**src/rtl/k210_pkg.sv**
```systemverilog
// k210_pkg: shared constants and state types
// for the K210 coordinate UART receiver.
package k210_pkg;

  localparam logic [7:0] HDR       = 8'hA5;
  localparam logic [7:0] TAIL      = 8'h5A;
  localparam int         FRAME_LEN = 7;

  typedef enum logic [$clog2(FRAME_LEN)-1:0] {
    P_IDLE,
    P_XH,
    P_XL,
    P_YH,
    P_YL,
    P_SUM,
    P_TAIL
  } prs_state_t;

  typedef enum logic [1:0] {
    R_IDLE,
    R_START,
    R_DATA,
    R_STOP
  } rx_state_t;

endpackage

```
**src/rtl/uart_byte_rx.sv**
```systemverilog
// uart_byte_rx: 8N1 byte receiver with rx
// synchronizer, byte_valid and framing-error strobes.
module uart_byte_rx
  import k210_pkg::*;
#(
  parameter int CLK_FREQ = 50_000_000,
  parameter int BAUD     = 115200
) (
  input  logic       clk,
  input  logic       rst_n,
  input  logic       rx,
  output logic [7:0] data,
  output logic       byte_valid,
  output logic       fe
);

  localparam int BAUD_DIV = CLK_FREQ / BAUD;
  localparam int HALF     = BAUD_DIV / 2;
  localparam int CW       = $clog2(BAUD_DIV);

  logic          rx_s1;
  logic          rx_s2;
  logic          rx_d;
  logic          fall;
  rx_state_t     state;
  rx_state_t     state_n;
  logic [CW-1:0] cnt;
  logic [CW-1:0] cnt_n;
  logic [2:0]    bit_idx;
  logic [2:0]    bit_idx_n;
  logic [7:0]    sh;
  logic [7:0]    sh_n;
  logic          bv_n;
  logic          fe_n;

  assign fall = rx_d & ~rx_s2;
  assign data = sh;

  // two-flop synchronizer plus edge history, idle-high
  always_ff @(posedge clk) begin
    if (!rst_n) begin
      rx_s1 <= 1'b1;
      rx_s2 <= 1'b1;
      rx_d  <= 1'b1;
    end else begin
      rx_s1 <= rx;
      rx_s2 <= rx_s1;
      rx_d  <= rx_s2;
    end
  end

  // receiver next-state: bit timing and sampling
  always_comb begin
    state_n   = state;
    cnt_n     = cnt + CW'(1);
    bit_idx_n = bit_idx;
    sh_n      = sh;
    bv_n      = 1'b0;
    fe_n      = 1'b0;
    unique case (state)
      R_IDLE: begin
        cnt_n = '0;
        if (fall) state_n = R_START;
      end
      R_START: begin
        if (cnt == CW'(HALF - 1)) begin
          cnt_n     = '0;
          bit_idx_n = '0;
          state_n   = rx_s2 ? R_IDLE : R_DATA;
        end
      end
      R_DATA: begin
        if (cnt == CW'(BAUD_DIV - 1)) begin
          cnt_n     = '0;
          sh_n      = {rx_s2, sh[7:1]};
          bit_idx_n = bit_idx + 3'd1;
          if (bit_idx == 3'd7) state_n = R_STOP;
        end
      end
      R_STOP: begin
        if (cnt == CW'(BAUD_DIV - 1)) begin
          cnt_n   = '0;
          state_n = R_IDLE;
          if (rx_s2) bv_n = 1'b1;
          else       fe_n = 1'b1;
        end
      end
      default: state_n = R_IDLE;
    endcase
  end

  // receiver state and strobe registers
  always_ff @(posedge clk) begin
    if (!rst_n) begin
      state      <= R_IDLE;
      cnt        <= '0;
      bit_idx    <= '0;
      sh         <= '0;
      byte_valid <= 1'b0;
      fe         <= 1'b0;
    end else begin
      state      <= state_n;
      cnt        <= cnt_n;
      bit_idx    <= bit_idx_n;
      sh         <= sh_n;
      byte_valid <= bv_n;
      fe         <= fe_n;
    end
  end

endmodule

```
**src/rtl/k210_coor_rx.sv**
```systemverilog
// k210_coor_rx: K210 coordinate frame parser
// with timeout, error strobe and saturating count.
module k210_coor_rx
  import k210_pkg::*;
#(
  parameter int CLK_FREQ    = 50_000_000,
  parameter int BAUD        = 115200,
  parameter int TIMEOUT_CYC = 500_000
) (
  input  logic       clk,
  input  logic       rst_n,
  input  logic       rx,
  output logic [9:0] k210_xpos,
  output logic [9:0] k210_ypos,
  output logic       k210_coor_flag,
  output logic       frame_err,
  output logic [7:0] err_cnt
);

  localparam int TW = $clog2(TIMEOUT_CYC + 1);

  logic [7:0]    data;
  logic          byte_valid;
  logic          fe;
  prs_state_t    state;
  prs_state_t    state_n;
  logic [9:0]    x_tmp;
  logic [9:0]    x_n;
  logic [9:0]    y_tmp;
  logic [9:0]    y_n;
  logic [TW-1:0] idle_cnt;
  logic          timeout;
  logic [7:0]    sum_c;
  logic          err_c;
  logic          load_c;
  logic          load_q;

  uart_byte_rx #(
    .CLK_FREQ (CLK_FREQ),
    .BAUD     (BAUD)
  ) u_rx (
    .clk        (clk),
    .rst_n      (rst_n),
    .rx         (rx),
    .data       (data),
    .byte_valid (byte_valid),
    .fe         (fe)
  );

  // XH/YH upper bits are forced zero, so the
  // stored coordinates reproduce the byte sum
  assign sum_c = {6'b0, x_tmp[9:8]} + x_tmp[7:0]
               + {6'b0, y_tmp[9:8]} + y_tmp[7:0];

  assign timeout = (state != P_IDLE) && !byte_valid
                && (idle_cnt == TW'(TIMEOUT_CYC - 1));

  // inter-byte idle counter, only inside a frame
  always_ff @(posedge clk) begin
    if (!rst_n) begin
      idle_cnt <= '0;
    end else if (byte_valid || state == P_IDLE) begin
      idle_cnt <= '0;
    end else begin
      idle_cnt <= idle_cnt + TW'(1);
    end
  end

  // parser next-state, one step per byte event
  always_comb begin
    state_n = state;
    x_n     = x_tmp;
    y_n     = y_tmp;
    err_c   = 1'b0;
    load_c  = 1'b0;
    if (state != P_IDLE && (fe || timeout)) begin
      err_c   = 1'b1;
      state_n = P_IDLE;
    end else if (byte_valid) begin
      unique case (state)
        P_IDLE: begin
          if (data == HDR) state_n = P_XH;
        end
        P_XH: begin
          if (data[7:2] != 6'd0) begin
            err_c   = 1'b1;
            state_n = P_IDLE;
          end else begin
            x_n[9:8] = data[1:0];
            state_n  = P_XL;
          end
        end
        P_XL: begin
          x_n[7:0] = data;
          state_n  = P_YH;
        end
        P_YH: begin
          if (data[7:2] != 6'd0) begin
            err_c   = 1'b1;
            state_n = P_IDLE;
          end else begin
            y_n[9:8] = data[1:0];
            state_n  = P_YL;
          end
        end
        P_YL: begin
          y_n[7:0] = data;
          state_n  = P_SUM;
        end
        P_SUM: begin
          if (sum_c != data) begin
            err_c   = 1'b1;
            state_n = P_IDLE;
          end else begin
            state_n = P_TAIL;
          end
        end
        P_TAIL: begin
          state_n = P_IDLE;
          if (data == TAIL) load_c = 1'b1;
          else              err_c  = 1'b1;
        end
        default: state_n = P_IDLE;
      endcase
    end
  end

  // parser state and captured coordinates
  always_ff @(posedge clk) begin
    if (!rst_n) begin
      state  <= P_IDLE;
      x_tmp  <= '0;
      y_tmp  <= '0;
      load_q <= 1'b0;
    end else begin
      state  <= state_n;
      x_tmp  <= x_n;
      y_tmp  <= y_n;
      load_q <= load_c;
    end
  end

  // outputs load one cycle after the tail byte
  always_ff @(posedge clk) begin
    if (!rst_n) begin
      k210_xpos      <= '0;
      k210_ypos      <= '0;
      k210_coor_flag <= 1'b0;
    end else begin
      k210_coor_flag <= load_q;
      if (load_q) begin
        k210_xpos <= x_tmp;
        k210_ypos <= y_tmp;
      end
    end
  end

  // error strobe and saturating error count
  always_ff @(posedge clk) begin
    if (!rst_n) begin
      frame_err <= 1'b0;
      err_cnt   <= '0;
    end else begin
      frame_err <= err_c;
      if (err_c && err_cnt != 8'hFF) begin
        err_cnt <= err_cnt + 8'd1;
      end
    end
  end

endmodule

```
**config.mk**
```make
export PLATFORM = sky130hd
export DESIGN_NAME = k210_coor_rx
export DESIGN_NICKNAME = d
export VERILOG_FILES = /design/src/rtl/k210_pkg.sv /design/src/rtl/uart_byte_rx.sv /design/src/rtl/k210_coor_rx.sv
export SDC_FILE = /design/constraint.sdc
export NUM_CORES = 1
export LEC_CHECK = 0
export CAP_MARGIN = 40
export CORE_ASPECT_RATIO = 1.5
export CORE_MARGIN = 10
export CORE_UTILIZATION = 40
export DETAILED_ROUTE_END_ITERATION = 6
export SYNTH_ARGS = -nofsm -noshare
export SYNTH_HDL_FRONTEND = slang
export SYNTH_SLANG_ARGS = --single-unit
```
**constraint.sdc**
```tcl
create_clock -name clk -period 4.4 [get_ports clk]
set_clock_uncertainty 0.15 [all_clocks]
set_input_delay 0.88 -clock clk [delete_from_list [all_inputs] [get_ports clk]]
set_output_delay 0.88 -clock clk [all_outputs]
set_load 0.02 [all_outputs]
```
==> out/results.txt <==
Mapped Nets = 557
Height of the die = 153.9 um
Core footprint = 11590 um2
Sw frac = 20.87%
GR Util All Layers = 12.74%
Max IR drop VDD = 0.0002226 V
Max Fclk = 256.5 MHz
Clk network pwr share = 48.6%
CTS Sinks = 100
Final-report hold violation count = 0
Mapped Cells = 522
# diodes = 0
GRT met3 Usage = 2.929%
Worst-path fanout max = 9
Number of remaining DRC errors = 0
Final Setup Violations = 0
Slew @ Worst Pin = 0.6264 ns
Num CTS Buffers = 9
Final net count = 582
CP Capture Type = register
Clock Tree Root = clkbuf_16
CTS H-tree lvls = 3
P&R area growth vs syn = 16.45%
Relative slew slack = 58.24%
Async SR Flop Fraction = 0%
Clock slew at reported path FFs = 0.07 ns
Post-synth EDFFs = 0
Vias in the first global route = 3596
CP Class = register to register
Total chip power = 1880 uW
Layout cells sized above 1 = 5.254%
Placed cell areas = 5221 um2
Most common cell after layout, fill and taps aside = dfxtp_1
First-pass GRT wire length = 17330 um
Startpoint types = register
Place WS = 0.4346 ns
Post-route ant nets = 0
CTS tree = done
Clk Latency, worst-skew pair = 0.34 ns
I/O Pins = 33
Crit-path cells = fa_1 > inv_1 > fa_1 > inv_1 > ha_1 > fa_1 > xnor2_1 > xnor2_1 > nor4_1 > nand3_1 > o21ai_2 > a21boi_1 > o211a_1
Final setup margin = 0.5009 ns
# rows = 48
Met2 usage = 22.70%
Area of all placed cells without fillers = 5570 um2
Vias/cell = 5.125
Int Pwr = 1488 uW
Register bit total from synthesis = 100
Slew Limit Fails = 0
Met1 Track Usage GR = 14.18%
Sequential cell area = 2002 um2
Post-synthesis sequential area ratio = 41.85%
Horiz. Die Dim = 109.3 um
Flop pwr share = 48.7%
Area of the multi-input gates = 2620 um2
Port buffer count = 32
Final Cycle Share = 88.62%
Routability congestion estimate = 0.7917
DR iter-0 viols = 163
Via count = 3598
Crit-path max cell delay = 0.55 ns
Post-DP HPWL = 7315 um
Pleak = 0.002231 uW
Combinational share of power = 2.6%
WL/cell = 14.41 um
Switching power = 392.5 uW
Postcts setup bufs = 0
Syn Std Cell Area = 4783 um2
RSZ-0062 raised after global routing = false
Most used cell, CP = fa_1
Sum Neg Setup Slack = 0 ns
Critical Path AT = 3.99 ns
Synth cell types = 53
Hold-fix buffers at CTS = 0
Final worst path period need = 3.899 ns
Critical path required time = 4.49 ns
Gr busiest metal = met2
Layout filler cell count = 1105
Crit-path slowest cell = fa_1
Total of max-cap violations = 0
Initial antenna violation count = 0
Drt pass-1 iters = 4
Routed WL = 10120 um
Initial Util = 41.27%
Outcome = completed
PostCTS Resize Cnt = 0
Dpl cells = 686
P per Cell Area = 337.5 nW/um2
CTS max path bufs = 2
Die area = 16820 um2
Congestion Overflow GR = 0
Synth Warn # = 0
Largest net degree at the start of global routing = 43
Commonest cells after routing, fill and taps aside = dfxtp_1 (100), nor2_1 (85), mux2i_1 (45)
Final Non-Filler Cells = 702
Worst hold path class = register to register
Synth Flop Type = dfxtp_1
Syn Area/Cell = 9.163 um2
-- stage by stage --
| step | hold slack, ns | util (%) |
|---|---|---|
| floorplan | 0.2363 | - |
| global placement | 0.2408 | 45.00 |
| detailed placement | 0.2414 | 45.05 |
| CTS | 0.2578 | 48.06 |
| global route | 0.2896 | 48.06 |
| finish | 0.2556 | 48.06 |
-- registers in the layout, indices dropped and copies added (netlist names), 8 cells and up, named ones only --
signal / cells
u_rx.cnt: 9
y_tmp: 10
err_cnt: 8
k210_xpos: 10
x_tmp: 10
u_rx.data: 8
idle_cnt: 19
k210_ypos: 10
-- cell families after synthesis --
family	synth area share (%)
and+or+nand+nor	21.74
muxes	9.417
adders and majority gates	8.998
AOI/OAI and AO/OA	7.743
DFF	41.85
xor gates and xnor gates	6.879
buffers and inverters	3.374
-- worst max-delay path, delay by kind of cell (launching register included) --
family	cells	cell delay [ns]
flops	1	0.34
simple gates	2	0.49
compound gates	3	0.77
xor+xnor	2	0.27
fa+ha+maj	4	1.66
buf+inv	2	0.09
-- power by group through the flow --
stage                     clock network [uW]  registers (uW)  logic, uW
after detailed placement                   0             938       49.4
after global routing                     982             917       55.4
after global placement                     0             937       48.1
final                                    914             916       49.6
after floorplan                            0             938       33.1
after CTS                                944             916       49.8
-- metal layers --
layer / wire (um) / part of all wire (%) / vias up
met3: 328 / 3.2 / 12
met4: 144 / 1.4 / 0
met2: 5419 / 54 / 32
met5: 0 / 0 / -
li1: - / - / 1840
met1: 4226 / 42 / 1714
-- final timing paths --
check                                 from         end  cells after the start  slack (ns)
worst min register to register  u_rx.rx_s1  u_rx.rx_s2                      1        0.26
worst min-delay path            u_rx.rx_s1  u_rx.rx_s2                      1        0.26
worst max register to register    x_tmp[1]  err_cnt[2]                     13        0.50
worst max-delay path              x_tmp[1]  err_cnt[2]                     13        0.50
-- synth_stat cells (2+ instances only) --
cell	n	area, um2
clkbuf_1	17	63.81
fa_1	4	80.08
a21oi_1	18	90.09
a21o_1	5	37.54
nand3_1	25	125.1
buf_1	3	11.26
a31oi_1	3	18.77
nor4_1	2	12.51
a211oi_1	4	30.03
o21a_1	2	15.01
ha_1	28	350.3
nor3_1	13	65.06
dfxtp_1	100	2002
nor2_1	85	319.1
and3_1	7	43.79
nand2b_1	11	68.82
xor2_1	22	192.7
o41ai_1	2	17.52
buf_6	2	22.52
inv_1	17	63.81
o21ai_0	4	20.02
nand4b_1	2	17.52
nand3b_1	2	15.01
xnor2_1	13	113.9
nor3b_1	2	15.01
a22oi_1	2	15.01
mux2i_1	45	450.4
nand4_1	9	56.30
o21ai_1	2	10.01
nand2_1	44	165.2
or3_1	5	31.28
-- layout make-up --
type	instances	area share, %
multi-input cells	383	47.04
flip-flops and latches	100	35.94
repair buffers	36	6.244
inverters	17	1.146
clock buffers	9	4.043
well taps	150	3.369
clock inverters	7	2.224
No activity file was read; power rests on OpenSTA's default activity.
